===== config.mk =====
export PLATFORM = sky130hd
export DESIGN_NAME = systolic_input_feeder
export DESIGN_NICKNAME = d
export VERILOG_FILES = /design/src/rtl/tpu_pkg.sv /design/src/rtl/skew_delay_line.sv /design/src/rtl/systolic_input_feeder.sv
export SDC_FILE = /design/constraint.sdc
export NUM_CORES = 1
export LEC_CHECK = 0
export CAP_MARGIN = 30
export CORE_MARGIN = 2
export CORE_UTILIZATION = 55
export CTS_BUF_LIST = sky130_fd_sc_hd__clkbuf_4 sky130_fd_sc_hd__clkbuf_8
export DETAILED_ROUTE_END_ITERATION = 10
export PLACE_DENSITY = 0.77
export SLEW_MARGIN = 20
export SYNTH_ARGS = -nofsm -noshare
export SYNTH_HDL_FRONTEND = slang
export SYNTH_SLANG_ARGS = --single-unit

===== constraint.sdc =====
create_clock -name clk -period 6.7 [get_ports clk]
set_clock_uncertainty 0.15 [all_clocks]
set_input_delay 0.67 -clock clk [delete_from_list [all_inputs] [get_ports clk]]
set_output_delay 0.67 -clock clk [all_outputs]
set_load 0.03 [all_outputs]

===== src/rtl/tpu_pkg.sv =====
// Shared types for the PE-array front end: default element width and the
// feeder sequencing states.
package tpu_pkg;

    localparam int TPU_DATA_WIDTH = 16;

    typedef enum logic [1:0] {
        IDLE   = 2'd0,
        STREAM = 2'd1,
        DRAIN  = 2'd2
    } feeder_state_t;

endpackage


===== src/rtl/skew_delay_line.sv =====
// Fixed-latency register chain used to stagger one PE row behind row 0.
// DELAY=0 degenerates to a plain wire.
module skew_delay_line #(
    parameter int DELAY = 1,
    parameter int WIDTH = 1
) (
    input  logic             clk,
    input  logic             rst,
    input  logic [WIDTH-1:0] d_i,
    output logic [WIDTH-1:0] q_o
);

    if (DELAY == 0) begin : g_wire
        logic unused_clk_rst;
        assign unused_clk_rst = clk ^ rst;
        assign q_o = d_i;
    end else begin : g_chain
        logic [DELAY-1:0][WIDTH-1:0] pipe_q;

        always_ff @(posedge clk or posedge rst) begin
            if (rst) begin
                pipe_q <= '0;
            end else begin
                pipe_q[0] <= d_i;
                for (int i = 1; i < DELAY; i++) pipe_q[i] <= pipe_q[i-1];
            end
        end

        assign q_o = pipe_q[DELAY-1];
    end

endmodule


===== src/rtl/systolic_input_feeder.sv =====
// West-edge feeder for the PE array: buffers activation vectors, skews them
// one cycle per row and tags the first vector of a tile with the weight switch.
module systolic_input_feeder
    import tpu_pkg::*;
#(
    parameter int ROWS       = 2,
    parameter int DATA_WIDTH = TPU_DATA_WIDTH,
    parameter int DEPTH      = 4
) (
    input  logic                       clk,
    input  logic                       rst,
    input  logic [ROWS*DATA_WIDTH-1:0] in_data,
    input  logic                       in_last,
    input  logic                       in_valid,
    output logic                       in_ready,
    input  logic                       feed_en,
    input  logic                       weights_loaded,
    output logic [ROWS*DATA_WIDTH-1:0] row_input_out,
    output logic [ROWS-1:0]            row_valid_out,
    output logic [ROWS-1:0]            row_switch_out,
    output logic                       tile_done,
    output logic                       busy
);

    localparam int AW = $clog2(DEPTH);
    localparam int CW = (ROWS > 1) ? $clog2(ROWS) : 1;
    localparam int EW = ROWS * DATA_WIDTH;

    // FIFO entry is {vector, last}
    logic [EW:0]     mem_q [DEPTH];
    logic [AW:0]     wr_q, rd_q;
    logic            fifo_full, fifo_empty, push, pop, first_pop;
    logic [EW:0]     head;

    feeder_state_t   state_q;
    logic [CW-1:0]   cnt_q;
    logic            sw_pending_q, sw_pending_d;

    logic [EW-1:0]   r0_data_q;
    logic            r0_valid_q, r0_sw_q;

    assign fifo_empty = (wr_q == rd_q);
    assign fifo_full  = (wr_q[AW] != rd_q[AW]) && (wr_q[AW-1:0] == rd_q[AW-1:0]);
    assign push       = in_valid && !fifo_full;
    assign pop        = feed_en && !fifo_empty && (state_q != DRAIN);
    assign first_pop  = pop && (state_q == IDLE);
    assign head       = mem_q[rd_q[AW-1:0]];

    assign in_ready  = !fifo_full;
    assign busy      = (state_q != IDLE) || !fifo_empty;
    assign tile_done = (state_q == DRAIN) && (cnt_q == '0);

    // A pulse landing on the consuming pop re-arms the flag for the next tile
    assign sw_pending_d = weights_loaded || (sw_pending_q && !first_pop);

    always_ff @(posedge clk or posedge rst) begin
        if (rst) begin
            wr_q <= '0;
            rd_q <= '0;
            for (int i = 0; i < DEPTH; i++) mem_q[i] <= '0;
        end else begin
            if (push) begin
                mem_q[wr_q[AW-1:0]] <= {in_data, in_last};
                wr_q                <= wr_q + 1'b1;
            end
            if (pop) rd_q <= rd_q + 1'b1;
        end
    end

    always_ff @(posedge clk or posedge rst) begin
        if (rst) begin
            r0_data_q    <= '0;
            r0_valid_q   <= 1'b0;
            r0_sw_q      <= 1'b0;
            sw_pending_q <= 1'b0;
        end else begin
            r0_data_q    <= pop ? head[EW:1] : '0;
            r0_valid_q   <= pop;
            r0_sw_q      <= first_pop && sw_pending_q;
            sw_pending_q <= sw_pending_d;
        end
    end

    // DRAIN holds pops until the tile's last vector has reached row ROWS-1
    always_ff @(posedge clk or posedge rst) begin
        if (rst) begin
            state_q <= IDLE;
            cnt_q   <= '0;
        end else begin
            case (state_q)
                IDLE, STREAM: begin
                    if (pop) begin
                        state_q <= head[0] ? DRAIN : STREAM;
                        if (head[0]) cnt_q <= CW'(ROWS - 1);
                    end
                end
                DRAIN: begin
                    if (cnt_q == '0) state_q <= IDLE;
                    else             cnt_q   <= cnt_q - 1'b1;
                end
                default: state_q <= IDLE;
            endcase
        end
    end

    for (genvar r = 0; r < ROWS; r++) begin : g_row
        logic [DATA_WIDTH+1:0] row_q;

        skew_delay_line #(
            .DELAY(r),
            .WIDTH(DATA_WIDTH + 2)
        ) u_skew (
            .clk(clk),
            .rst(rst),
            .d_i({r0_sw_q, r0_valid_q, r0_data_q[r*DATA_WIDTH +: DATA_WIDTH]}),
            .q_o(row_q)
        );

        assign row_switch_out[r]                        = row_q[DATA_WIDTH+1];
        assign row_valid_out[r]                         = row_q[DATA_WIDTH];
        assign row_input_out[r*DATA_WIDTH +: DATA_WIDTH] = row_q[DATA_WIDTH-1:0];
    end

endmodule


* Word-level counts from Yosys, hierarchy flattened *
Index checks and enable logic that the tools add are counted.

word-level totals
  register bits = 194
  output and inout bits = 39
  word-level logic and storage cells = 66
  input port bits = 38

cells by class
  equal/unequal tests = 9
  magnitude comparators = 3
  mux-type cells = 15
  bitwise logic cells = 3
  add/sub/neg operators = 3
  reduce and logical (&&, ||, !) cells = 20

operators with widths
  cell                                                        number
  bitwise mux 132 bit                                         1
  two-way mux 33 bit                                          3
  binary-select mux 33 bit (select 2 bit)                     1
  demux 33 bit (select 2 bit)                                 1
  two-way mux 32 bit                                          1
  logical AND 1 bit                                           9
  != test 2 bit, second input constant                        4
  adder 3 x 1 -> 3 bit, second input constant                 2
  >= comparator 3 bit, second input constant                  2
  two-way mux 2 bit                                           3
  NOT 2 -> 3 bit                                              2
  one-hot mux 2 bit (2 select lines)                          1
  nonzero test 2 bit                                          2
  equality test 3 bit                                         1
  zero test 1 bit                                             3
  less-than comparator 3 x 1 -> 1 bit, second input constant  1
  two-way mux 1 bit                                           3
  AND reduction 3 bit                                         1
  equality test 2 x 1 -> 1 bit, second input constant         1
  equality test 2 bit                                         1
  equality test 2 bit, second input constant                  1
  zero test 2 bit                                             1
  logical OR 1 bit                                            2
  one-hot mux 1 bit (2 select lines)                          1
  other kinds (5)                                             5

* Logic depth before layout (Yosys ltp) *
Gate-level depths: netlist of the first run.

  depth after elaboration = 8
  gate-level depth with buffers = 7

* Modules after synthesis *
Synthesis of the first run repeated with hierarchy kept, for this count alone.

unflattened totals
  cell total of the unflattened synthesis = 481
  area total of the unflattened synthesis = 8,608.3 um^2

by module, submodules not included
  module                             instances  sequential area each (um^2)  cells each  area each (um^2)
  systolic_input_feeder              1          4,404.2                      444         8,018.9
  skew_delay_line (g_row[1].u_skew)  1          450.4                        19          454.2
  skew_delay_line (g_row[0].u_skew)  1          0.0                          18          135.1

* Least setup slack after synthesis of the first run *
No wires, ideal clock.

  path kind = register to register
  from = register rd_q[0]
  to = register mem_q[10] in the netlist's numbering
  data required time = 6.425 ns
  library setup time = 0.125 ns
  cell stages (with the launch flop) = 8
  path slack = 4.741 ns
  data arrival time = 1.683 ns
  path buffers = 3
  path through = dfrtp_1 -> buf_6 -> xnor2_4 -> a31oi_4 -> and2_4 -> buf_6 -> buf_12 -> mux2_4

between the ends
  longest elaborated chain between the ends = 4

ends and longest elaborated chain
  item                             line                         text
  from (decl)                      systolic_input_feeder.sv:31  logic [AW:0] wr_q, rd_q;
  from (signal assigned)           systolic_input_feeder.sv:66  if (pop) rd_q <= rd_q + 1'b1;
  equality test 2 bit              systolic_input_feeder.sv:43  assign fifo_full = (wr_q[AW] != rd_q[AW]) && (wr_q[AW-1:0] == rd_q[AW-1:0]);
  logical AND 1 bit                systolic_input_feeder.sv:43
  zero test 1 bit                  systolic_input_feeder.sv:44  assign push = in_valid && !fifo_full;
  logical AND 1 bit                systolic_input_feeder.sv:44
  to (signal, indexed assignment)  systolic_input_feeder.sv:63  mem_q[wr_q[AW-1:0]] <= {in_data, in_last};
  to (decl)                        systolic_input_feeder.sv:30  logic [EW:0] mem_q [DEPTH];

No other way between the ends.
A chain may end at the register's enable or synchronous reset.

* Worst setup path after layout of the first run *
  from = register rd_q[1]
  to = output port busy

between the ends
  longest elaborated chain between the ends = 3

ends and longest elaborated chain
  item                 line                         text
  equality test 3 bit  systolic_input_feeder.sv:42  assign fifo_empty = (wr_q == rd_q);
  zero test 1 bit      systolic_input_feeder.sv:50  assign busy = (state_q != IDLE) || !fifo_empty;
  logical OR 1 bit     systolic_input_feeder.sv:50
  to (decl)            systolic_input_feeder.sv:22  output logic busy

No other way between the ends.

==> flow_summary.yaml, run 1 <==
final_layout:
  fin_nets: 578
  drive_gt1_frac: 0.391
  mostFrequentLayoutCells: "dfrtp_1 (192), mux2_4 (119), clkdlybuf4s50_1 (76)"
  num_antenna_cells: 0
  fin_util: 0.637
  area_growth_pct: 13.6
  final_common_cell: "dfrtp_1"
pwr:
  peakVddDrop_mv: 0.406
  p_int_mw: 3.46
  pwr-share-seq: 0.407
  p_leak_nw: 4.27
  combPwrFrac: 0.427
  p_clk_frac: 0.165
  p_switching_mw: 1.53
  powerDensity_nw_per_um2: 518
  swShare: 0.307
drt:
  drt_pass1_iterations: 4
  vias: 4016
  drt_wl_total_um: 14300
  ant_nets: 0
  wl_per_cell_um: 19.5
  via_per_inst: 5.46
  drc: 0
  drt-initial-drc-count: 259
sta:
  rsz0062_at_grt: "no"
  finalHoldViolCount: 0
  worst_slew_pin_slew_ns: 0.725
  layout_worst_path_cycle_share: 0.450
  slew_viol_final: 0
  finalSetupViolCount: 0
  min_period_ns: 3.02
  tns_ns: 0
  worst_slack_ns: 3.68
  fmax_mhz: 331
  relSlewSlack: 0.517
die:
  chipHeight_um: 128
  coreArea_sq_um: 15100
  initial_core_util: 0.561
  rows: 45
  die_w_um: 128
  ioPinCount: 77
  die_area_sq_um: 16400
setup_path:
  path_cells: "xnor2_4, nand4_1, clkdlybuf4s50_1"
  arrival_ns: 2.20
  cpPeakStageDelay_ns: 0.64
  crit_path_end_kind: "primary output"
  path_class: "reg -> out"
  cp.required_ns: 5.88
  crit_path_start_kind: "register"
  crit_start: "rd_q[1]"
  timing.rr.start: "rd_q[1]"
  reg2regPathDepth: 4
  cp_slowest_cell: "clkdlybuf4s50_1"
  cp_max_fo: 16
yosys:
  synthAdderAreaFrac: 0.00737
  synthFlopType: "dfrtp_1"
  synth-compound-area-share: 0.0105
  ys_async_sr_fraction: 1.00
  synth.distinct_cells: 33
  avgSynthCellArea_sq_um: 18.3
  yosysWarningCount: 0
  synth_xor_area_frac: 0.0136
  yosysSeqAreaShare: 0.572
  syn-num-nets: 507
  synth_edf_count: 0
  syn_inst: 464
  yosys.area_share.simple: 0.0345
  synth-seq-cells: 194
  synth_top_family_by_area: "multiplexers"
  synthMuxAreaShare: 0.317
  syn_area_sq_um: 8490
clock_network:
  ctsHoldBuffers: 0
  cts_made_buffers: 17
  clockRootBuffer: "clkbuf_8"
  cts_tree: "built"
  insertion_delay_ns: 0.47
  clk_pin_slew_worst_paths_ns: 0.09
  htreeDepth: 4
  clock-sinks: 194
  post_cts_resized: 0
  clockBufferDepth: 2
  post_cts_buffers: 0
global_routing:
  grt_usage: 0.192
  grt_overflow_total: 0
  antenna_found_initial: 0
  grt_pass1_vias: 4394
  grt_max_degree: 142
  grt_pass1_wl_um: 23800
placed_design:
  place_ws_ns: 3.84
  place_congestion: 0.702
  dp_hpwl_um: 8270
  io_buffers: 76
hold_path:
  min_path_cells: 0
  hold_class: "reg -> reg"
  min_from: "r0_data_q[19]"
run:
  cap_viol_max_count: 0
run_status:
  status: "finished clean"
final cells by class:
type	instances	area, sq um
clock inverter	13	183
multi-input combinational	235	3250
tap	188	235
clock buffer	19	262
timing repair buffer	81	831
fill	1070	5500
sequential	194	4860
inverter	6	30.0
cells in the mapped netlist, types with 2 or more instances:
master | count | share of area
and2_1 | 33 | 0.024
and2_4 | 4 | 0.0041
buf_12 | 12 | 0.028
buf_2 | 4 | 0.0024
buf_4 | 2 | 0.0018
buf_6 | 6 | 0.0080
clkbuf_1 | 4 | 0.0018
dfrtp_1 | 194 | 0.57
ha_1 | 5 | 0.0074
inv_1 | 6 | 0.0027
mux2_2 | 14 | 0.019
mux2_4 | 119 | 0.21
mux4_2 | 32 | 0.085
nand2_1 | 4 | 0.0018
nor2_1 | 2 | 0.00088
o21ai_0 | 2 | 0.0012
xnor2_1 | 3 | 0.0031
xnor2_4 | 2 | 0.0065
xor2_1 | 2 | 0.0021
worst max-delay path, delay by kind of cell, from the launching register on:
family | cells | cell delay (ns)
simple gates | 1 | 0.14
flops | 1 | 0.61
buf+inv | 1 | 0.64
xor+xnor | 1 | 0.34
sequential cells by signal (all words and copies together) (netlist names):
name,cells
r0_sw_q,1
sw_pending_q,1
g_row.u_skew.q_o,18
cnt_q,1
r0_valid_q,1
wr_q,3
rd_q,3
r0_data_q,32
mem_q,132
state_q,2
power by group through the flow:
stage	Clock, mW	Sequential, mW	Combinational (mW)
2_1_floorplan	0	2.07	1.73
3_3_place_gp	0	2.04	2.07
3_5_place_dp	0	2.05	2.15
4_1_cts	0.846	2.04	2.16
5_1_grt	0.898	2.10	2.28
6_report	0.825	2.03	2.13
through the flow:
step                      hold slack [ns]  cell area, sq um  instances  power [mW]
final                               0.203              9650        736        4.99
after global routing                0.210              9650        736        5.28
after CTS                           0.205              9620        735        5.04
after detailed placement            0.185              9180        703        4.19
after global placement              0.184              9160        702        4.11
after floorplan                     0.181              8490        464        3.80
metal layers:
| layer | share of wire | vias up | global-route usage |
|---|---|---|---|
| li1 | - | 1772 | - |
| met1 | 0.46 | 2159 | 0.274 |
| met2 | 0.49 | 69 | 0.297 |
| met3 | 0.033 | 16 | 0.0426 |
| met4 | 0.017 | 0 | 0.0666 |
| met5 | 0 | - | 0 |
cell families (layout without fill, tap and decap cells):
group / count (synthesis) / in the layout
and+or+nand+nor: 48 / 48
adders and majority gates: 5 / 5
xor gates and xnor gates: 8 / 8
buffers and inverters: 35 / 119
AOI/OAI and AO/OA: 8 / 8
muxes: 166 / 166
DFF: 194 / 194
final timing paths:
| path | endpoint | slack, ns |
|---|---|---|
| min | g_row[1].u_skew.q_o[3] | 0.20 |
| max reg2reg | mem_q[96] | 4.16 |
| max | busy | 3.68 |
| max in group asynchronous | rd_q[0] | 4.47 |
| min in group asynchronous | mem_q[87] | 0.45 |
| min reg2reg | g_row[1].u_skew.q_o[3] | 0.20 |
Note: power is estimated with default switching activity, not from simulation.
==> inputs of run 2 (changes only) <==
- CORE_UTILIZATION: 55 -> 54
- PLACE_DENSITY: 0.77 -> 0.79
- clock period: 6.7 -> 2.7 ns (I/O delays scaled with it)
==> flow_summary.yaml, run 2 (same netlist as run 1, synthesis figures left out) <==
run_status:
  status: "finished clean"
setup_path:
  path_class: "reg -> out"
  cp.required_ns: 2.28
  path_cells: "xnor2_1, nand4_1, clkdlybuf4s50_1"
  cp_slowest_cell: "clkdlybuf4s50_1"
  crit_path_start_kind: "register"
  cpPeakStageDelay_ns: 0.62
  arrival_ns: 2.05
  crit_path_end_kind: "primary output"
  cp_max_fo: 3
die:
  ioPinCount: 77
  coreArea_sq_um: 15300
  die_area_sq_um: 16700
  rows: 45
  chipHeight_um: 129
  die_w_um: 129
  initial_core_util: 0.556
drt:
  via_per_inst: 5.30
  vias: 4073
  wl_per_cell_um: 19.3
  drt_pass1_iterations: 4
  drt-initial-drc-count: 277
  drc: 0
  ant_nets: 0
  drt_wl_total_um: 14900
pwr:
  p_int_mw: 8.63
  swShare: 0.307
  total_power_mw: 12.4
  p_leak_nw: 4.34
  peakVddDrop_mv: 1.45
  p_clk_frac: 0.162
  combPwrFrac: 0.436
  powerDensity_nw_per_um2: 1270
  pwr-share-seq: 0.402
  p_switching_mw: 3.82
clock_network:
  post_cts_buffers: 0
  cts_tree: "built"
  cts_made_buffers: 17
  clockBufferDepth: 2
  htreeDepth: 4
  insertion_delay_ns: 0.46
  ctsHoldBuffers: 0
  clk_pin_slew_worst_paths_ns: 0.09
  post_cts_resized: 0
  clockRootBuffer: "clkbuf_8"
  clock-sinks: 194
sta:
  finalSetupViolCount: 0
  worst_slack_ns: 0.232
  fmax_mhz: 405
  worst_slew_pin_slew_ns: 0.729
  layout_worst_path_cycle_share: 0.914
  min_period_ns: 2.47
  relSlewSlack: 0.514
  rsz0062_at_grt: "no"
  hold_slack_ns: 0.0520
  finalHoldViolCount: 0
  slew_viol_final: 0
global_routing:
  grt_pass1_wl_um: 25100
  grt_pass1_vias: 4602
  met2_usage: 0.311
  grt_max_degree: 56
  grt_overflow_total: 0
  top_usage_layer: "met2"
  met1_usage: 0.279
  antenna_found_initial: 0
  use_met3: 0.0458
  grt_usage: 0.198
placed_design:
  io_buffers: 76
  place_ws_ns: 0.377
  dp_hpwl_um: 9520
  place_congestion: 0.736
final_layout:
  top_register: "mem_q"
  fillers: 1078
  area_growth_pct: 15.4
  final_common_cell: "dfrtp_1"
  num_antenna_cells: 0
  largest_reg_flops: 132
  drive_gt1_frac: 0.401
  mostFrequentLayoutCells: "dfrtp_1 (192), mux2_4 (119), clkdlybuf4s50_1 (76)"
  fin_nets: 589
run:
  cap_viol_max_count: 0
hold_path:
  hold_class: "in -> async"
-- run 2: cell types whose count changed in the layout (fill, tap and decap cells not counted) --
cell / delta
inv_8: -1
bufinv_16: -1
buf_12: +6
clkinvlp_4: -2
clkbuf_8: +2
buf_4: +6
clkbuf_4: +2
clkinv_2: -1
buf_16: -1
-- run 2: routing by layer --
| metal | vias to the layer above | part of all wire |
|---|---|---|
| met5 | - | 0 |
| met4 | 0 | 0.015 |
| met3 | 17 | 0.038 |
| met2 | 80 | 0.49 |
| met1 | 2175 | 0.46 |
| li1 | 1801 | - |
-- run 2: final timing paths --
check / startpoint / endpoint / slack, ns / cells past startpoint
setup / recovery: wr_q[2] / busy / 0.23 / 3
hold / removal: rst / mem_q[73] / 0.05 / 2
setup reg to reg: rd_q[1] / state_q[1] / 0.43 / 4
hold reg to reg: r0_data_q[23] / g_row[1].u_skew.q_o[7] / 0.20 / 0
max in group asynchronous: rst / mem_q[125] / 1.69 / 3
min in group clk: r0_data_q[23] / g_row[1].u_skew.q_o[7] / 0.20 / 0
-- run 2: worst max-delay path, delay by kind of cell, from the launching register on --
kind | cells | cell delay (ns)
XOR/XNOR | 1 | 0.37
buffers and inverters | 1 | 0.62
flip-flops | 1 | 0.46
AND/OR/NAND/NOR | 1 | 0.13
-- run 2: metrics by stage --
stage               area, sq um   util  cells  setup TNS [ns]
floorplan                  8490      -    464          -43.54
global placement           9370  0.614    738               0
detailed placement         9370  0.614    738               0
CTS                        9800  0.642    769               0
global route               9800  0.642    769               0
finish                     9800  0.642    769               0
-- run 2: final cells by class --
cell class                      instances  area (sq um)  share of cell area
Clock buffer                           23           304              0.0310
Sequential cell                       194          4860               0.496
Tap cell                              211           264              0.0270
Clock inverter                          8           125              0.0128
Timing Repair Buffer                   92           968              0.0989
Inverter                                6          26.3             0.00268
Multi-Input combinational cell        235          3250               0.332
-- run 2: power groups by stage --
stage | Combinational [mW] | Sequential, mW | Clock (mW)
3_3_place_gp | 5.35 | 4.98 | 0
2_1_floorplan | 4.29 | 5.14 | 0
5_1_grt | 5.80 | 5.17 | 2.17
6_report | 5.43 | 5.01 | 2.01
3_5_place_dp | 5.48 | 5.05 | 0
4_1_cts | 5.50 | 5.02 | 2.05
==> inputs of run 3 (changes only) <==
- CTS_CLUSTER_DIAMETER: not set -> 200
==> results of run 3 <==
The final DEF is identical to that of run 2; final timing and power are the same.
